**config.mk**
```make
export PLATFORM = sky130hd
export DESIGN_NAME = timer_ctrl
export DESIGN_NICKNAME = d
export VERILOG_FILES = /design/src/rtl/timer_ctrl_pkg.sv /design/src/rtl/timer_ctrl.sv
export SDC_FILE = /design/constraint.sdc
export NUM_CORES = 1
export LEC_CHECK = 0
export BUFFER_PORTS_ARGS = -buffer_cell sky130_fd_sc_hd__buf_2
export CAP_MARGIN = 20
export CORE_MARGIN = 2
export CORE_UTILIZATION = 30
export CTS_CLUSTER_SIZE = 8
export DETAILED_ROUTE_END_ITERATION = 10
export GPL_TIMING_DRIVEN = 0
export SLEW_MARGIN = 40
export SYNTH_ARGS = -nofsm -noshare
export SYNTH_HDL_FRONTEND = slang
export SYNTH_SLANG_ARGS = --single-unit
export TNS_END_PERCENT = 50
```
**constraint.sdc**
```tcl
create_clock -name clk -period 7 [get_ports clk]
set_clock_uncertainty 0.05 [all_clocks]
set_input_delay 0.35 -clock clk [delete_from_list [all_inputs] [get_ports clk]]
set_output_delay 0.35 -clock clk [all_outputs]
set_load 0.01 [all_outputs]
```
**src/rtl/timer_ctrl_pkg.sv**
```systemverilog
// timer_ctrl_pkg: shared definitions for the timer slave controller.
//   - register map of the timer slave (period bytes, snapshot bytes, control, snapshot strobe)
//   - command opcodes accepted on the cmd_* interface
//   - controller FSM state encoding
package timer_ctrl_pkg;

  localparam logic [3:0] ADDR_MAX0     = 4'd0;
  localparam logic [3:0] ADDR_MAX1     = 4'd1;
  localparam logic [3:0] ADDR_MAX2     = 4'd2;
  localparam logic [3:0] ADDR_MAX3     = 4'd3;
  localparam logic [3:0] ADDR_SNAP0    = 4'd4;
  localparam logic [3:0] ADDR_SNAP1    = 4'd5;
  localparam logic [3:0] ADDR_SNAP2    = 4'd6;
  localparam logic [3:0] ADDR_SNAP3    = 4'd7;
  localparam logic [3:0] ADDR_CTL      = 4'd8;
  localparam logic [3:0] ADDR_SNAPSHOT = 4'd9;

  localparam logic [1:0] OP_LOAD = 2'd0;
  localparam logic [1:0] OP_STOP = 2'd1;
  localparam logic [1:0] OP_SNAP = 2'd2;
  localparam logic [1:0] OP_RSVD = 2'd3;

  typedef enum logic [2:0] {
    ST_IDLE      = 3'd0,
    ST_WR_MAX    = 3'd1,
    ST_WR_CTL    = 3'd2,
    ST_WR_SNAP   = 3'd3,
    ST_SNAP_WAIT = 3'd4,
    ST_RD_SNAP   = 3'd5
`ifdef TIMER_CTRL_IRQ_ACK_EN
    , ST_IRQ_ACK = 3'd6
`endif
  } state_t;

endpackage

```
**src/rtl/timer_ctrl.sv**
```systemverilog
// timer_ctrl: command-driven master for an 8-bit timer slave bus.
//   Commands (cmd_valid/cmd_ready, cmd_op): LOAD writes the 32-bit period to
//   MAX0..3 then the control byte; STOP clears the control register; SNAP
//   strobes a snapshot, waits SNAP_WAIT ce cycles, reads SNAP0..3 and pulses
//   snap_valid with the assembled count on snap_data. Opcode 3 is swallowed.
// Ports:
//   clk, reset (async, active high), ce (clock enable for bus and FSM)
//   cmd_valid, cmd_ready, cmd_op, cmd_period, cmd_auto, cmd_irq_en
//   snap_valid, snap_data
//   t_cs, t_rw (1=read), t_a, t_wdata, t_rdata, t_irq : timer slave bus
//   tick (terminal-count pulse), busy (FSM not idle)
// Build option TIMER_CTRL_IRQ_ACK_EN: t_irq is serviced from IDLE by
//   rewriting the control byte (IRQ_ACK state); otherwise tick is simply the
//   rising edge of t_irq.
module timer_ctrl
  import timer_ctrl_pkg::*;
#(
  parameter int unsigned SNAP_WAIT = 2
) (
  input  logic        clk,
  input  logic        reset,
  input  logic        ce,
  input  logic        cmd_valid,
  output logic        cmd_ready,
  input  logic [1:0]  cmd_op,
  input  logic [31:0] cmd_period,
  input  logic        cmd_auto,
  input  logic        cmd_irq_en,
  output logic        snap_valid,
  output logic [31:0] snap_data,
  output logic        t_cs,
  output logic        t_rw,
  output logic [3:0]  t_a,
  output logic [7:0]  t_wdata,
  input  logic [7:0]  t_rdata,
  input  logic        t_irq,
  output logic        tick,
  output logic        busy
);

  localparam logic [7:0] WAIT_LAST = (SNAP_WAIT == 0) ? 8'd0 : 8'(SNAP_WAIT - 1);

  state_t      r_state;
  logic [1:0]  r_byte;
  logic [7:0]  r_wait;
  logic [31:0] r_period;
  logic [7:0]  r_ctl;
  logic [23:0] r_snap_acc;
  logic [31:0] r_snap_data;
  logic        r_snap_valid;
  logic        r_tick;
`ifndef TIMER_CTRL_IRQ_ACK_EN
  logic        r_irq_d;
`endif

  logic        w_accept;
  logic        w_cs;
  logic        w_rw;
  logic [3:0]  w_a;
  logic [7:0]  w_wdata;

`ifdef TIMER_CTRL_IRQ_ACK_EN
  // A pending interrupt wins over a command presented in the same cycle.
  assign cmd_ready = (r_state == ST_IDLE) && !t_irq;
`else
  assign cmd_ready = (r_state == ST_IDLE);
`endif
  assign w_accept   = cmd_valid && cmd_ready && ce;
  assign busy       = (r_state != ST_IDLE);
  assign snap_valid = r_snap_valid;
  assign snap_data  = r_snap_data;
  assign tick       = r_tick;

  // Bus fields decoded from state; strobes only appear on ce cycles and all
  // fields fall back to idle values whenever no strobe is issued.
  always_comb begin
    w_cs    = 1'b0;
    w_rw    = 1'b1;
    w_a     = '0;
    w_wdata = '0;
    case (r_state)
      ST_WR_MAX: begin
        w_cs    = 1'b1;
        w_rw    = 1'b0;
        w_a     = ADDR_MAX0 + {2'b00, r_byte};
        w_wdata = r_period[{r_byte, 3'b000} +: 8];
      end
      ST_WR_CTL: begin
        w_cs    = 1'b1;
        w_rw    = 1'b0;
        w_a     = ADDR_CTL;
        w_wdata = r_ctl;
      end
      ST_WR_SNAP: begin
        w_cs    = 1'b1;
        w_rw    = 1'b0;
        w_a     = ADDR_SNAPSHOT;
        w_wdata = 8'h01;
      end
      ST_RD_SNAP: begin
        w_cs = 1'b1;
        w_a  = ADDR_SNAP0 + {2'b00, r_byte};
      end
`ifdef TIMER_CTRL_IRQ_ACK_EN
      ST_IRQ_ACK: begin
        w_cs    = 1'b1;
        w_rw    = 1'b0;
        w_a     = ADDR_CTL;
        w_wdata = r_ctl[1] ? r_ctl : {r_ctl[7:1], 1'b0};
      end
`endif
      default: ;
    endcase
  end

  assign t_cs    = w_cs && ce;
  assign t_rw    = t_cs ? w_rw : 1'b1;
  assign t_a     = t_cs ? w_a : '0;
  assign t_wdata = t_cs ? w_wdata : '0;

  always_ff @(posedge clk or posedge reset) begin
    if (reset) begin
      r_state      <= ST_IDLE;
      r_byte       <= '0;
      r_wait       <= '0;
      r_period     <= '0;
      r_ctl        <= '0;
      r_snap_acc   <= '0;
      r_snap_data  <= '0;
      r_snap_valid <= 1'b0;
      r_tick       <= 1'b0;
`ifndef TIMER_CTRL_IRQ_ACK_EN
      r_irq_d      <= 1'b0;
`endif
    end else begin
      r_snap_valid <= 1'b0;
`ifdef TIMER_CTRL_IRQ_ACK_EN
      r_tick       <= 1'b0;
`else
      r_irq_d      <= t_irq;
      r_tick       <= t_irq && !r_irq_d;
`endif
      if (ce) begin
        case (r_state)
          ST_IDLE: begin
`ifdef TIMER_CTRL_IRQ_ACK_EN
            if (t_irq) begin
              r_state <= ST_IRQ_ACK;
            end else
`endif
            if (w_accept) begin
              case (cmd_op)
                OP_LOAD: begin
                  r_period <= cmd_period;
                  r_ctl    <= {5'b0, cmd_irq_en, cmd_auto, 1'b1};
                  r_state  <= ST_WR_MAX;
                end
                // STOP reuses WR_CTL with the latched control copy cleared.
                OP_STOP: begin
                  r_ctl   <= '0;
                  r_state <= ST_WR_CTL;
                end
                OP_SNAP: r_state <= ST_WR_SNAP;
                default: ;
              endcase
            end
          end
          ST_WR_MAX: begin
            r_byte <= r_byte + 2'd1;
            if (r_byte == 2'd3) r_state <= ST_WR_CTL;
          end
          ST_WR_CTL: r_state <= ST_IDLE;
          ST_WR_SNAP: begin
            r_wait  <= '0;
            r_state <= (SNAP_WAIT == 0) ? ST_RD_SNAP : ST_SNAP_WAIT;
          end
          ST_SNAP_WAIT: begin
            if (r_wait == WAIT_LAST) r_state <= ST_RD_SNAP;
            else                     r_wait  <= r_wait + 8'd1;
          end
          ST_RD_SNAP: begin
            r_byte <= r_byte + 2'd1;
            case (r_byte)
              2'd0: r_snap_acc[7:0]   <= t_rdata;
              2'd1: r_snap_acc[15:8]  <= t_rdata;
              2'd2: r_snap_acc[23:16] <= t_rdata;
              default: begin
                r_snap_data  <= {t_rdata, r_snap_acc};
                r_snap_valid <= 1'b1;
                r_state      <= ST_IDLE;
              end
            endcase
          end
`ifdef TIMER_CTRL_IRQ_ACK_EN
          ST_IRQ_ACK: begin
            if (!r_ctl[1]) r_ctl[0] <= 1'b0;
            r_tick  <= 1'b1;
            r_state <= ST_IDLE;
          end
`endif
          default: r_state <= ST_IDLE;
        endcase
      end
    end
  end

endmodule

```
### Word level (Yosys, flattened, before mapping)

Index checks and enable logic that the tools add are counted.

* flip-flop bits (word level): 112
* output and inout port bits: 50
* word-level logic and storage cells: 77

* $add $sub $neg: 3
* equal/unequal tests: 17
* shift-type cells: 1
* muxes and demuxes: 19
* bitwise gates (word level): 1
* reduce and logical (&&, ||, !) cells: 24

Operator list (count)
* one-hot mux 8 bit (2 select lines): 2
* indexed part select 32 x 6 -> 8 bit: 1
* one-hot mux 8 bit (3 select lines): 1
* two-way mux 8 bit: 2
* one-hot mux 4 bit (4 select lines): 1
* one-hot mux 3 bit (5 select lines): 1
* AND reduction 3 bit: 5
* two-way mux 3 bit: 4
* one-hot mux 3 bit (3 select lines): 1
* adder 8 x 1 -> 8 bit (second input constant): 1
* == test 8 x 1 -> 1 bit (second input constant): 1
* inequality test 2 bit (second input constant): 4
* AND reduction 4 bit: 2
* == test 2 bit (second input constant): 3
* == test 3 x 2 -> 1 bit (second input constant): 2
* == test 3 bit (second input constant): 2
* two-way mux 1 bit: 6
* AND reduction 6 bit: 1
* OR reduction 3 bit: 2
* adder 3 x 2 -> 4 bit (first input constant): 1
* == test 2 x 1 -> 1 bit (second input constant): 2
* logical AND 1 bit: 4
* logical NOT 2 bit: 2
* two-way mux 4 bit: 1
* other kinds (12): 13

### Depth between registers and ports, before layout

Gate-level depths: netlist of run 1.

* depth in word-level cells: 5
* depth in mapped cells: 6
* gate-level depth less buffers: 6

### Least setup slack after synthesis of run 1

Ideal clock, no wire load.

* path kind: flip-flop to flip-flop
* from: reg r_state[2]
* to: reg r_period[14]
* arrival time: 1.614 ns
* slack: 5.208 ns
* stages on the path, launching flop included: 7
* buffers on the path: 2
* cell sequence: dfrtp_1 nand2b_4 nor4b_2 and2_1 buf_6 buf_8 mux2_1

* cells in the longest elaborated chain, start to end: 4

Ends and longest elaborated chain
* start, declared: line timer_ctrl.sv:43 `state_t r_state;`
* start signal, assigned: line timer_ctrl.sv:175 `r_state <= (SNAP_WAIT == 0) ? ST_RD_SNAP : ST_SNAP_WAIT;`
* logical NOT 3 bit (*): line timer_ctrl.sv:66, timer_ctrl.sv:144
* logical AND 1 bit (2 in series): line timer_ctrl.sv:68 `assign w_accept = cmd_valid && cmd_ready && ce;`
* AND reduction 4 bit (no source line) (*)
* end signal, assigned: line timer_ctrl.sv:154 `r_period <= cmd_period;`
* end, declared: line timer_ctrl.sv:46 `logic [31:0] r_period;`

Every way passes the cells marked *; elsewhere a longest branch is shown, timed or not.
A chain may end at the register's enable or synchronous reset.

### Worst setup path after layout of run 1

* from: reg r_byte[1]
* to: out t_wdata[6]

* cells in the longest elaborated chain, start to end: 3

Ends and longest elaborated chain
* start, declared: line timer_ctrl.sv:44 `logic [1:0] r_byte;`
* start signal, assigned: line timer_ctrl.sv:169 `r_byte <= r_byte + 2'd1;`
* start signal, assigned: line timer_ctrl.sv:182 `r_byte <= r_byte + 2'd1;`
* indexed part select 32 x 6 -> 8 bit: line timer_ctrl.sv:86 `w_wdata = r_period[{r_byte, 3'b000} +: 8];`
* one-hot mux 8 bit (3 select lines): line timer_ctrl.sv:81 `case (r_state)`
* two-way mux 8 bit: line timer_ctrl.sv:119 `assign t_wdata = t_cs ? w_wdata : '0;`
* end, declared: line timer_ctrl.sv:34 `output logic [7:0] t_wdata,`

Every way passes these cells.

==> flow_metrics.env, run 1 <==
export IMPL_clkTransAtPathRegs_ps=80
export IMPL_totalNegativeSetupSlack_ps=0
export IMPL_arrival_ps=2220
export IMPL_tightest_slew_ps=789
export IMPL_hold_worst_slack_ps=58.0
export IMPL_cts_tree="built"
export IMPL_synth_common_cells="107 x dfrtp_1, 49 x mux2_4, 33 x mux2_2"
export IMPL_nNetsFinal=499
export IMPL_ir_drop_mv=0.184
export IMPL_critical_path_class="flip-flop to primary output"
export IMPL_viasPerCell=4.59
export IMPL_holdPathEnd="r_irq_d"
export IMPL_clock_latency_ps=360
export IMPL_yosys_warnings=0
export IMPL_min_from="t_irq"
export IMPL_period_needed_ps=2620
export IMPL_synthesis_area_um2=4910
export IMPL_place_area_um2=5700
export IMPL_cpLargestDelayFamily="buffers and inverters"
export IMPL_drive_gt1_share_pct=50.2
export IMPL_globalRouteOverflowTotal=0
export IMPL_post_place_ws_ps=4720
export IMPL_drtPass1Iterations=4
export IMPL_use_met3_pct=3.92
export IMPL_routabilityCongestion=0.742
export IMPL_cap_violations=0
export IMPL_post_cts_resized=0
export IMPL_holdCritPathClass="input port to flip-flop"
export IMPL_cp_num_buf_inv=2
export IMPL_portBuffers=98
export IMPL_cp_slowest_cell="clkbuf_1"
export IMPL_num_vias=3040
export IMPL_ios=99
export IMPL_fin_ws_ps=4380
export IMPL_r2r_cells=5
export IMPL_fmax_mhz=382
export IMPL_synthArstFlopShare_pct=100
export IMPL_row_count=46
export IMPL_avgSynthCellArea_um2=14.9
export IMPL_wire_per_inst_um=15.6
export IMPL_startpoint_type="flip-flop"
export IMPL_chipWidth_um=132
export IMPL_timing_rr_end="r_snap_acc[11]"
export IMPL_cp_cell_sequence="clkbuf_1 > mux4_2 > nor2b_1 > buf_2"
export IMPL_stdcell_area_um2=6020
export IMPL_finalSetupViolCount=0
export IMPL_yosysTopAreaCell="dfrtp_1"
export IMPL_met2_usage_pct=20.3
export IMPL_cts_buffers=9
export IMPL_end_kind="primary output"
export IMPL_core_um2=15900
export IMPL_drt_iter0_drc=145
export IMPL_die_h_um=132
export IMPL_synth_nets=388
export IMPL_hold_viol_final=0
export IMPL_cts_setup_buffers=0
export IMPL_hold_path_cell_count=1
export IMPL_r2r_slack_ps=4870
export IMPL_first_global_vias=3195
export IMPL_synth_seq_area_share_pct=54.6
export IMPL_ys_seq_elements=107
export IMPL_cts_root_buf="clkbuf_16"
export IMPL_drc_errors=0
export IMPL_synth_distinct_cells=48
export IMPL_worstPathRequired_ps=6600
export IMPL_synth_top_flop_cell="dfrtp_1"
export IMPL_grt_max_degree=58
export IMPL_period_share_pct=37.4
export IMPL_drv_slew=0
export IMPL_final_fill_count=1537
export IMPL_p_leak_nw=3.11
export IMPL_final_util_pct=37.8
export IMPL_crit_path_max_incr_delay_ps=610
export IMPL_synth_top_area_share_pct=54.6
export IMPL_antenna_found_initial=0
export IMPL_diodes=0
export IMPL_powerDensity_nw_per_um2=335
export IMPL_clock_sinks=107
export IMPL_grt_first_pass_wirelength_um=17400
export IMPL_ant_nets=0
export IMPL_reg2reg_from="r_byte[1]"
export IMPL_dp_hpwl_um=7460
export IMPL_instances_no_fill=662
export IMPL_synth_edf_count=0
export IMPL_routed_wl_um=10400
export IMPL_syn_inst=330
export IMPL_grtUsageTotal_pct=12.7
export IMPL_outcome="finished, final reports clean"
export IMPL_start_util_pct=30.8
export IMPL_die_area_um2=17400
export IMPL_globalRouteMet1Util_pct=16.5
export IMPL_holdBufCountCts=1
export IMPL_rsz0062_at_grt="no"
export IMPL_busiest_layer="met2"
export IMPL_clockBufferDepth=2
export IMPL_cp_max_fo=10
export IMPL_relSlewSlack_pct=47.4
export IMPL_area_growth_syn_to_layout_pct=22.7
export IMPL_synth_area_top_cells="dfrtp_1 55%, mux2_4 15%, mux2_2 7.6%, mux4_2 3.7%, ha_1 2.3%"
export IMPL_total_power_mw=2.01
export IMPL_place_inst=645
export IMPL_cts_htree_levels=3
export IMPL_synth_most_common_cell="dfrtp_1"
==> cell type report <==
class / instances / area [µm²] / share of cell area, %
Buffer: 15 / 135 / 2.24
Clock buffer: 9 / 225 / 3.74
Clock inverter: 7 / 81.3 / 1.35
Inverter: 10 / 45.0 / 0.748
Multi-Input combinational cell: 198 / 2060 / 34.2
Sequential cell: 107 / 2680 / 44.5
Tap cell: 216 / 270 / 4.49
Timing Repair Buffer: 100 / 528 / 8.77
==> flip-flops by register name (all words and copies together), names as in the netlist <==
register and cells:
r_wait 8, r_state 3, snap_data 32, r_period 32, snap_valid 1, r_ctl 3, tick 1, r_irq_d 1
r_byte 2, r_snap_acc 24
==> worst reg2reg max path: cells and delay by family, from the launching register on <==
kind | cells | cell delay [ps]
DFF | 1 | 370
buffers and inverters | 2 | 790
and+or+nand+nor | 1 | 200
muxes | 1 | 370
adders and majority gates | 1 | 240
==> where the power goes <==
| part | internal, mW | switching [mW] | total (mW) |
|---|---|---|---|
| sequential | 0.797 | 0.108 | 0.905 |
| clock | 0.256 | 0.260 | 0.516 |
| combinational | 0.350 | 0.244 | 0.594 |
| total | 1.40 | 0.612 | 2.01 |
==> cells by family after synthesis <==
| logic type | after synthesis | share of synthesized area [%] |
|---|---|---|
| simple gates | 55 | 6.73 |
| mux | 100 | 28.4 |
| buf+inv | 25 | 3.52 |
| fa+ha+maj | 9 | 2.29 |
| xor+xnor | 1 | 0.178 |
| flops | 107 | 54.6 |
| compound gates | 33 | 4.28 |
==> per-layer routing <==
layer  wire, µm  up-vias
met4        139        0
met2       4940       94
met1       4670     1533
met3        609       10
li1           -     1403
met5          0        -
==> layout by cell type, fill, tap and decap left out, drive strengths merged, types with 2 or more instances in the layout <==
cell,netlist,final
ha,9,9
nor4b,2,2
o21ai,12,12
a32o,2,2
mux2i,3,3
buf,10,109
nand2b,5,5
nand2,13,13
dfrtp,107,107
o31ai,4,4
clkbuf,5,14
a22oi,2,2
nor2b,8,8
a21oi,5,5
nor2,8,8
or3,3,3
and3,3,3
inv,10,14
a31oi,3,3
clkinv,0,3
mux2,89,89
mux4,8,8
nand3,5,5
==> how the worst max path moves through the flow <==
| stage | end | cells after the start | from |
|---|---|---|---|
| after detailed placement | t_wdata[6] | 4 | r_byte[1] |
| after global placement | r_period[11] | 2 | reset |
| after floorplan | r_byte[0] | 1 | reset |
| after global routing | t_wdata[6] | 4 | r_byte[1] |
| after CTS | t_wdata[6] | 4 | r_byte[1] |
| final | t_wdata[6] | 4 | r_byte[1] |
Power figures use the tool's default switching activity.
==> run 2: changes to the inputs <==
==> constraint.sdc (replaced) <==
create_clock -name clk -period 2.7 [get_ports clk]
set_clock_uncertainty 0.05 [all_clocks]
set_input_delay 0.135 -clock clk [delete_from_list [all_inputs] [get_ports clk]]
set_output_delay 0.135 -clock clk [all_outputs]
set_load 0.01 [all_outputs]
==> run 2 against run 1 <==
Against the previous run:
- die area stayed put
- non-clock buffer count is 41 higher
- critical path type unchanged
- combinational power grew to 2.7 times the previous value
- count of clock-buffer cells in the layout is 1 higher
- first-iteration DRC count is 6.9% higher
- worst setup slack worse by 4000 ps
- highest routed layer unchanged
==> flow_metrics.env, run 2 (synthesis gave the netlist of run 1 again) <==
export IMPL_period_needed_ps=2340
export IMPL_final_fill_count=1501
export IMPL_row_count=46
export IMPL_final_common_cell="dfrtp_1"
export IMPL_most_common_layout_cells="107 x dfrtp_1, 99 x buf_2, 49 x mux2_4"
export IMPL_drc_errors=0
export IMPL_clock_latency_ps=350
export IMPL_totalNegativeSetupSlack_ps=0
export IMPL_wire_per_inst_um=15.4
export IMPL_min_from="t_rdata[3]"
export IMPL_busiest_layer="met2"
export IMPL_nNetsFinal=540
export IMPL_use_met3_pct=3.65
export IMPL_relSlewSlack_pct=61.3
export IMPL_ios=99
export IMPL_fin_ws_ps=361
export IMPL_routed_wl_um=10800
export IMPL_clockBufferDepth=2
export IMPL_cts_root_buf="clkbuf_16"
export IMPL_timing_rr_end="r_period[31]"
export IMPL_post_cts_resized=0
export IMPL_globalRouteOverflowTotal=0
export IMPL_cap_violations=0
export IMPL_cts_buffers=9
export IMPL_chipWidth_um=132
export IMPL_rsz0062_at_grt="no"
export IMPL_portBuffers=98
export IMPL_viasPerCell=4.58
export IMPL_cts_tree="built"
export IMPL_clock_sinks=107
export IMPL_hold_viol_final=0
export IMPL_cp_num_buf_inv=2
export IMPL_met2_usage_pct=22.2
export IMPL_grt_max_degree=26
export IMPL_clkTransAtPathRegs_ps=80
export IMPL_ir_drop_mv=0.552
export IMPL_reg2reg_from="r_state[2]"
export IMPL_arrival_ps=2150
export IMPL_hold_path_cell_count=2
export IMPL_fmax_mhz=427
export IMPL_r2r_cells=6
export IMPL_crit_path_max_incr_delay_ps=560
export IMPL_routabilityCongestion=0.764
export IMPL_r2r_slack_ps=670
export IMPL_outcome="finished, final reports clean"
export IMPL_drv_slew=0
export IMPL_finalSetupViolCount=0
export IMPL_globalRouteMet1Util_pct=16.2
export IMPL_cts_htree_levels=3
export IMPL_cpLargestDelayFamily="multiplexers"
export IMPL_num_vias=3226
export IMPL_ant_nets=0
export IMPL_core_um2=15900
export IMPL_critical_path_class="flip-flop to primary output"
export IMPL_drt_iter0_drc=155
export IMPL_area_growth_syn_to_layout_pct=31.9
export IMPL_first_global_vias=3468
export IMPL_grt_first_pass_wirelength_um=18100
export IMPL_period_share_pct=86.6
export IMPL_die_h_um=132
export IMPL_startpoint_type="flip-flop"
export IMPL_holdPathEnd="r_snap_acc[11]"
export IMPL_p_leak_nw=3.29
export IMPL_cp_cell_sequence="buf_2 > mux4_2 > a22oi_1 > nor2_1 > buf_2"
export IMPL_dp_hpwl_um=7790
export IMPL_grtUsageTotal_pct=13.2
export IMPL_tightest_slew_ps=575
export IMPL_die_area_um2=17400
export IMPL_worstPathRequired_ps=2520
export IMPL_end_kind="primary output"
export IMPL_cp_slowest_cell="mux4_2"
export IMPL_start_util_pct=30.8
export IMPL_path_common_cell="buf_2"
export IMPL_antenna_found_initial=0
export IMPL_post_place_ws_ps=449
export IMPL_drive_gt1_share_pct=46.8
export IMPL_cp_max_fo=10
export IMPL_holdCritPathClass="input port to flip-flop"
export IMPL_powerDensity_nw_per_um2=811
export IMPL_drtPass1Iterations=4
-- run 2: worst reg2reg max path, delay by kind of cell (launching register included) --
kind,cells,cell delay [ps]
multiplexers,1,320
AND/OR/NAND/NOR,3,730
buffers and inverters,2,340
flip-flops,1,460
-- run 2: area by class of cell --
class,instances,area [µm²],area share (%)
sequential,107,2680,41.4
multi-input combinational,198,2060,31.8
buffer,15,136,2.11
timing repair buffer,141,1000,15.5
antenna,1,2.50,0.0387
inverter,10,41.3,0.638
clock inverter,6,57.6,0.889
clock buffer,10,229,3.54
tap,216,270,4.17
-- run 2: timing repair --
item | 4_1_cts | 5_1_grt
hold endpoints to repair | 128 | 0
buffers inserted | 0 | 0
hold buffers | 38 | 0
-- run 2: per-stage QoR --
step	hold WS [ps]	std cells	instance area (µm²)	utilization [%]	total power, mW
2_1_floorplan	116	330	4910	-	3.49
3_3_place_gp	206	644	5670	35.6	3.88
3_5_place_dp	-23.3	649	5800	36.4	3.98
4_1_cts	12.4	703	6470	40.6	5.32
5_1_grt	10.7	703	6470	40.6	5.58
6_report	18.5	704	6470	40.6	5.25
-- run 2: how the worst max path moves through the flow --
stage,startpoint,end,slack [ps],depth (start not counted)
2_1_floorplan,r_state[2],r_period[14],910,6
3_3_place_gp,r_byte[1],r_snap_acc[15],520,5
3_5_place_dp,r_byte[1],r_snap_acc[14],450,5
4_1_cts,r_byte[1],t_wdata[6],170,4
5_1_grt,r_byte[0],t_wdata[1],190,5
6_report,r_byte[0],t_wdata[1],360,5
-- run 2: metal layers --
layer | vias up | routed length (µm)
met5 | - | 0
met4 | 0 | 206
met3 | 15 | 560
met2 | 92 | 5390
met1 | 1629 | 4660
li1 | 1490 | -
-- run 2: power breakdown --
group / switching, mW / leakage [nW] / internal [mW]
Combinational: 0.658 / 1.74 / 0.958
Clock: 0.631 / 0.135 / 0.648
Sequential: 0.291 / 1.41 / 2.07
==> run 3: changes to the inputs <==
--- a/config.mk
+++ b/config.mk
@@ -12,6 +12,7 @@
 export CTS_CLUSTER_SIZE = 8
 export DETAILED_ROUTE_END_ITERATION = 10
 export GPL_TIMING_DRIVEN = 0
+export RECOVER_POWER = 100
 export SLEW_MARGIN = 40
 export SYNTH_ARGS = -nofsm -noshare
 export SYNTH_HDL_FRONTEND = slang
==> run 3 against run 2 <==
Against the previous run:
- first-iteration DRC count down 30%
- hold slack got worse by 5.7 ps
- count of clock-buffer cells in the layout unchanged
- sequential cell count is the same
- maximum frequency is 4.5% lower
- design area down 5.7%
- register-to-register slack lost 330 ps
- critical path depth decreased by 1
- sequential share of layout area up 2.5 points
==> flow_metrics.env, run 3 (synthesis gave the netlist of run 1 again) <==
export IMPL_outcome="finished, final reports clean"
export IMPL_tightest_slew_ps=1050
export IMPL_period_share_pct=90.7
export IMPL_cap_violations=0
export IMPL_drtPass1Iterations=4
export IMPL_worstPathRequired_ps=2520
export IMPL_wire_per_inst_um=15.4
export IMPL_post_cts_resized=0
export IMPL_core_um2=15900
export IMPL_cts_htree_levels=3
export IMPL_row_count=46
export IMPL_clock_sinks=107
export IMPL_diodes=0
export IMPL_arrival_ps=2260
export IMPL_fmax_mhz=408
export IMPL_critical_path_class="flip-flop to primary output"
export IMPL_final_common_cell="dfrtp_1"
export IMPL_die_h_um=132
export IMPL_multi_input_area_um2=1870
export IMPL_finalSetupViolCount=0
export IMPL_start_util_pct=30.8
export IMPL_totalNegativeSetupSlack_ps=0
export IMPL_cp_cell_sequence="clkbuf_1 > mux4_2 > nor2b_1 > clkbuf_1"
export IMPL_busiest_layer="met2"
export IMPL_cp_max_fo=10
export IMPL_nNetsFinal=540
export IMPL_cp_num_buf_inv=2
export IMPL_rsz0062_at_grt="no"
export IMPL_routabilityCongestion=0.764
export IMPL_routed_wl_um=10800
export IMPL_drive_gt1_share_pct=25.7
export IMPL_met2_usage_pct=22.2
export IMPL_holdCritPathClass="input port to flip-flop"
export IMPL_clockBufferDepth=2
export IMPL_cts_tree="built"
export IMPL_cp_slowest_cell="clkbuf_1"
export IMPL_startpoint_type="flip-flop"
export IMPL_most_common_layout_cells="107 x dfrtp_1, 58 x clkbuf_1, 52 x mux2_1"
export IMPL_grtUsageTotal_pct=13.2
export IMPL_place_inst=649
export IMPL_num_vias=3206
export IMPL_hold_viol_final=0
export IMPL_period_needed_ps=2450
export IMPL_use_met3_pct=3.65
export IMPL_clkTransAtPathRegs_ps=80
export IMPL_clock_latency_ps=350
export IMPL_drc_errors=0
export IMPL_dp_hpwl_um=7790
export IMPL_globalRouteMet1Util_pct=16.2
export IMPL_grt_first_pass_wirelength_um=18100
export IMPL_portBuffers=98
export IMPL_p_leak_nw=2.91
export IMPL_die_area_um2=17400
export IMPL_antenna_found_initial=0
export IMPL_final_fill_count=1591
export IMPL_seqCellArea_um2=2680
export IMPL_path_common_cell="clkbuf_1"
export IMPL_globalRouteOverflowTotal=0
export IMPL_ios=99
export IMPL_cts_root_buf="clkbuf_16"
export IMPL_first_global_vias=3468
export IMPL_ant_nets=0
export IMPL_drv_slew=0
export IMPL_ir_drop_mv=0.526
export IMPL_drt_iter0_drc=109
export IMPL_cts_setup_buffers=0
export IMPL_relSlewSlack_pct=29.8
export IMPL_end_kind="primary output"
export IMPL_instances_no_fill=703
export IMPL_grt_max_degree=26
export IMPL_crit_path_max_incr_delay_ps=660
export IMPL_cpLargestDelayFamily="buffers and inverters"
export IMPL_chipWidth_um=132
export IMPL_viasPerCell=4.56
export IMPL_powerDensity_nw_per_um2=825
export IMPL_area_growth_syn_to_layout_pct=24.4
export IMPL_cts_buffers=9
run 3: cell types whose count changed in the layout (fill, tap and decap cells not counted), sizes merged:
cell	before	now
diode	1	0
buf	113	55
clkbuf	15	73
run 3: area by class of cell:
class	count	share of cell area, %
repair buffers	141	14.0
inverters	10	0.635
flip-flops and latches	107	43.8
well taps	216	4.43
clock buffers	10	3.75
multi-input cells	198	30.7
plain buffers	15	1.72
clock inverters	6	0.942
run 3: routing by layer:
layer	routed length, µm	part of all wire, %
met1	4680	43
met2	5330	49
met3	562	5.2
met4	232	2.1
met5	0	0
run 3: final timing paths:
check,startpoint,end,cells after the start,slack (ps)
setup / recovery,r_byte[1],t_wdata[6],4,250
hold / removal,t_rdata[2],snap_data[26],2,10
setup reg to reg,r_state[2],r_period[29],6,340
hold reg to reg,r_irq_d,tick,1,360
max in group asynchronous,reset,r_ctl[0],6,640
min in group asynchronous,reset,r_irq_d,3,160
run 3: timing repair:
action / CTS / global route
endpoints found under the hold margin: 128 / 0
setup endpoints to repair: 0 / 0
hold buffers: 38 / 0
run 3: per-stage QoR:
step                      cell area [µm²]  util [%]  setup slack [ps]  hold slack [ps]  power, mW
after global routing                 6110      38.3               112             1.19       5.37
after floorplan                      4910         -               908              116       3.49
after detailed placement             5800      36.4               449            -23.3       3.98
after global placement               5670      35.6               515              206       3.88
final                                6110      38.3               251             12.7       5.04
after CTS                            6470      40.6               167             12.4       5.32
run 3: report_power, final:
| group | internal [mW] | total (mW) | switching [mW] |
|---|---|---|---|
| registers | 2.07 | 2.34 | 0.273 |
| clock network | 0.647 | 1.27 | 0.627 |
| logic | 0.781 | 1.43 | 0.645 |
| total | 3.49 | 5.04 | 1.54 |
